--- config.mk ---
export PLATFORM = sky130hd
export DESIGN_NAME = ysyx_23060286_mem_arbiter
export DESIGN_NICKNAME = d
export VERILOG_FILES = /design/src/rtl/ysyx_23060286_mem_arbiter.sv
export SDC_FILE = /design/constraint.sdc
export NUM_CORES = 1
export LEC_CHECK = 0
export ABC_AREA = 0
export CAP_MARGIN = 20
export CORE_AREA = 2 2 107 109
export CTS_CLUSTER_DIAMETER = 80
export DETAILED_ROUTE_END_ITERATION = 8
export DIE_AREA = 0 0 109 111
export PLACE_DENSITY = 0.8
export SETUP_SLACK_MARGIN = 0.15
export SLEW_MARGIN = 20
export SYNTH_ARGS = -nofsm -noshare
export SYNTH_HDL_FRONTEND = slang
export SYNTH_SLANG_ARGS = --single-unit
--- constraint.sdc ---
create_clock -name clk -period 1.95 [get_ports clk]
set_clock_uncertainty 0.15 [all_clocks]
set_input_delay 0.39 -clock clk [delete_from_list [all_inputs] [get_ports clk]]
set_output_delay 0.39 -clock clk [all_outputs]
set_load 0.01 [all_outputs]
--- src/rtl/ysyx_23060286_mem_arbiter.sv ---
// Two-master (IFU/LSU) to one-slave memory arbiter, one outstanding transaction.
// Define YSYX_23060286_ARB_RR_EN for round-robin tie-break; default is fixed LSU priority.
module ysyx_23060286_mem_arbiter #(
    parameter int AW = 32,
    parameter int DW = 32
) (
    input  logic            clk,
    input  logic            rst,
    input  logic            ifu_req_valid,
    output logic            ifu_req_ready,
    input  logic [AW-1:0]   ifu_addr,
    output logic            ifu_resp_valid,
    output logic [DW-1:0]   ifu_rdata,
    input  logic            lsu_req_valid,
    output logic            lsu_req_ready,
    input  logic [AW-1:0]   lsu_addr,
    input  logic            lsu_wen,
    input  logic [DW-1:0]   lsu_wdata,
    input  logic [DW/8-1:0] lsu_wstrb,
    output logic            lsu_resp_valid,
    output logic [DW-1:0]   lsu_rdata,
    output logic            mem_req_valid,
    input  logic            mem_req_ready,
    output logic [AW-1:0]   mem_addr,
    output logic            mem_wen,
    output logic [DW-1:0]   mem_wdata,
    output logic [DW/8-1:0] mem_wstrb,
    input  logic            mem_resp_valid,
    input  logic [DW-1:0]   mem_rdata,
    output logic            grant_lsu
);
    typedef enum logic [1:0] {IDLE = 2'd0, REQ = 2'd1, WAIT = 2'd2} state_t;

    state_t state;
    logic   accept;
    logic   pick_lsu;
    logic   resp_fire;

    // rst wins over any handshake in the same cycle
    assign accept    = (state == IDLE) && (ifu_req_valid || lsu_req_valid) && !rst;
    assign resp_fire = (state == WAIT) && mem_resp_valid && !rst;

`ifdef YSYX_23060286_ARB_RR_EN
    logic last_lsu;

    always_comb begin
        pick_lsu = lsu_req_valid;
        if (ifu_req_valid && lsu_req_valid)
            pick_lsu = !last_lsu;
    end

    // resets to LSU so that IFU takes the first tie
    always_ff @(posedge clk) begin
        if (rst)
            last_lsu <= 1'b1;
        else if (accept)
            last_lsu <= pick_lsu;
    end
`else
    assign pick_lsu = lsu_req_valid;
`endif

    assign ifu_req_ready  = accept && !pick_lsu;
    assign lsu_req_ready  = accept && pick_lsu;
    assign ifu_resp_valid = resp_fire && !grant_lsu;
    assign lsu_resp_valid = resp_fire && grant_lsu;
    assign ifu_rdata      = grant_lsu ? '0 : mem_rdata;
    assign lsu_rdata      = grant_lsu ? mem_rdata : '0;

    always_ff @(posedge clk) begin
        if (rst) begin
            state         <= IDLE;
            mem_req_valid <= 1'b0;
            mem_addr      <= '0;
            mem_wen       <= 1'b0;
            mem_wdata     <= '0;
            mem_wstrb     <= '0;
            grant_lsu     <= 1'b0;
        end else begin
            case (state)
                IDLE: begin
                    if (accept) begin
                        state         <= REQ;
                        mem_req_valid <= 1'b1;
                        grant_lsu     <= pick_lsu;
                        if (pick_lsu) begin
                            mem_addr  <= lsu_addr;
                            mem_wen   <= lsu_wen;
                            mem_wdata <= lsu_wdata;
                            mem_wstrb <= lsu_wstrb;
                        end else begin
                            mem_addr  <= ifu_addr;
                            mem_wen   <= 1'b0;
                            mem_wdata <= '0;
                            mem_wstrb <= '0;
                        end
                    end
                end
                REQ: begin
                    // responses seen here are early and deliberately dropped
                    if (mem_req_ready) begin
                        state         <= WAIT;
                        mem_req_valid <= 1'b0;
                    end
                end
                WAIT: begin
                    if (mem_resp_valid)
                        state <= IDLE;
                end
                default: begin
                    state         <= IDLE;
                    mem_req_valid <= 1'b0;
                end
            endcase
        end
    end
endmodule

==> impl_metrics.toml <==
[setup_path]
cp_cell_sequence = "buf_6, buf_6, clkbuf_16, and2_4, buf_6"
path_depth = 5
crit_arrival_ns = 1.31
rr_startpoint = "state[0]$_SDFFE_PP0P_"
crit_buf_inv = 4
crit_path_frequent_cell = "buf_6"
slowest_stage = "dfxtp_4"
worst-path-max-fanout = 8
crit_type = "register to output pin"
start_kind = "register"
critPathCaptureType = "output pin"
cp-endpoint = "lsu_rdata[30]"
reg2regPathDepth = 5
startpoint = "grant_lsu$_SDFFE_PP0P_"
ff2ff_setup_slack_ns = 0.22
rr_endpoint = "mem_addr[30]$_SDFFE_PP0P_"
cp_top_family = "buffers and inverters"
crit_path_max_incr_delay_ns = 0.34
critPathRequiredTime_ns = 1.41

[timing]
period_share_pct = 94.9
fin_crit_ns = 1.85
hold_viol = 0
fmax_mhz = 540
rsz0062_at_grt = "true"
setup_viol = 0
finalSetupTns_ns = 0
worst_slew_pin_slew_ns = 0.467
drv_slew = 0
max_slew_margin_pct = 68.9

[yosys]
synth_top_area_cell = "dfxtp_1"
synth_nets = 461
syn_area_um2 = 3350
synth_seq_area_share_pct = 43.6
syn_inst = 322
ys_top_cells_by_area = "dfxtp_1 (44%), a22o_1 (9.7%), mux2i_1 (8.1%)"
synthDistinctLibCells = 29
synth-seq-cells = 73
ys_warn_count = 0
avgSynthCellArea_um2 = 10.4
synthDominantCellAreaShare_pct = 43.6

[clock_network]
ctsHtreeMaxLevel = 3
numCtsBuffers = 9
cts_tree = "built"
worstSkewPairLatency_ns = 0.32
clkSinkCount = 73
cts_root_buffer = "clkbuf_16"
path_clk_slew_ns = 0.05
clockBufferDepth = 2

[drt]
dr.pass1.iters = 4
drt_iter0_drc = 150
viasPerCell = 4.74
routed_wl_um = 12500
route.detailed.drc = 0
vias = 3556
ant_nets = 0
wl_per_cell_um = 16.7

[die]
floorplan.initialDensity_pct = 30.2
die_w_um = 109
num_rows = 39
dieHeight_um = 111
die_area_um2 = 12100
io_pins = 278
core_area_um2 = 11100

[placed_design]
place.gp.congestion = 0.788
dp_hpwl_um = 9220
dp_cells = 723
io_buffer_count = 277

[cells_and_area]
syn2layout_area_growth_pct = 96.3
fin_cells = 750
nets = 739
layout-drive-gt1-share_pct = 26.8

[min_path]
hp-start = "mem_wdata[23]$_SDFFE_PP0P_"
hold_path.class = "register to register"

[global_route]
grt_pass1_wl_um = 18300
track_usage_pct = 19.4
antenna_found_initial = 2
first_global_vias = 3631
grt-ovfl-total = 0
grt_max_degree = 44

[power_and_ir_drop]
p_comb_share_pct = 28.6
leakagePower_uw = 0.00290
powerDensity_nw_per_um2 = 720
power.net_switching_uw = 1230
p_clk_share_pct = 35.8
ir_drop_mv = 0.537
internal-power_uw = 3500
swShare_pct = 26.0
power_frac_seq_pct = 35.5

[run_status]
status = "complete, no violations"

[flow_run]
drv_cap = 0
==> worst min-delay path by stage <==
stage          cells past startpoint                    endpoint
6_report                           1  mem_wdata[23]$_SDFFE_PP0P_
5_1_grt                            1   mem_wdata[6]$_SDFFE_PP0P_
4_1_cts                            1   mem_wdata[6]$_SDFFE_PP0P_
3_5_place_dp                       1  mem_wdata[23]$_SDFFE_PP0P_
3_3_place_gp                       1        mem_wen$_SDFFE_PP0P_
2_1_floorplan                      1       state[0]$_SDFFE_PP0P_
==> state kept, by name (all words and copies together) (netlist names) <==
signal and count:
mem_addr 32, mem_wdata 32, mem_wstrb 4, state 2, grant_lsu 1, mem_req_valid 1
mem_wen 1
==> power groups by stage <==
stage	clock, µW	combinational (µW)	sequential [µW]
CTS	1750	1310	1680
global route	1800	1450	1690
global placement	0	1320	1710
floorplan	0	490	1760
detailed placement	0	1330	1710
finish	1700	1350	1680
==> synth_stat cells <==
master	n
a2111oi_0	1
buf_1	1
and3b_1	1
buf_6	5
mux2i_1	27
o31ai_1	1
nand3b_1	2
a21o_1	1
a21oi_1	29
nor4_1	1
or2_1	1
nor4b_1	1
nor3_2	1
a211oi_1	7
a221o_1	5
inv_1	1
buf_4	6
a22o_1	37
and2_4	1
a211oi_2	20
a21oi_4	1
clkbuf_1	11
nor2b_1	33
buf_2	12
nor2_1	3
nand2_1	2
and2_1	37
dfxtp_1	73
nor4b_4	1
==> cell type report <==
cell class | instances | area, µm²
fillers | 957 | 4500
inverters | 1 | 3.75
multi-input cells | 214 | 1770
diodes | 2 | 5.00
repair buffers | 301 | 2830
flip-flops and latches | 73 | 1470
clock buffers | 12 | 267
clock inverters | 4 | 50.0
well taps | 143 | 179
==> timing repair <==
action,4_1_cts,5_1_grt
hold buffers,0,0
setup buffers,4,0
resized for setup,290,55
pin swaps,3,5
gates cloned,3,2
endpoints found under the hold margin,0,0
setup endpoints to repair,100,88
==> kinds of logic after synthesis <==
group	count (synthesis)	synth area share (%)
flops	73	43.6
mux	27	8.07
simple gates	84	16.3
compound gates	102	25.7
buf+inv	36	6.28
==> stage by stage <==
step / cell area, µm² / worst slack (ns) / utilization [%] / total power [µW] / hold slack, ns
after global routing: 6570 / 0.0596 / 59.3 / 4940 / 0.335
after detailed placement: 6240 / -0.384 / 56.3 / 3050 / 0.308
final: 6570 / 0.0998 / 59.3 / 4730 / 0.318
after global placement: 6240 / -0.418 / 56.3 / 3030 / 0.307
after CTS: 6360 / 0.0534 / 57.4 / 4740 / 0.325
after floorplan: 3350 / 0.240 / - / 2250 / 0.357
==> cell usage in the layout (no fill, tap or decap), types with 3 or more instances in the layout <==
master	instances
clkdlybuf4s50_1	192
dfxtp_1	70
buf_2	56
a22o_1	37
a21oi_1	29
mux2i_1	27
and2_1	26
nor2b_1	26
a211oi_2	20
buf_6	18
buf_4	14
and2_4	13
dlymetal6s2s_1	12
clkbuf_16	10
a211oi_1	7
nor2b_2	5
a221o_1	5
nor2_1	3
clkbuf_8	3
buf_16	3
dfxtp_4	3
==> per-layer routing <==
metal	global-route usage (%)	wire length [µm]	up-vias
met1	18.1	4360	1655
met2	37.7	6770	158
met5	0	0	-
li1	-	-	1721
met4	9.57	331	0
met3	5.06	1070	22
No activity file was read; power rests on OpenSTA's default activity.
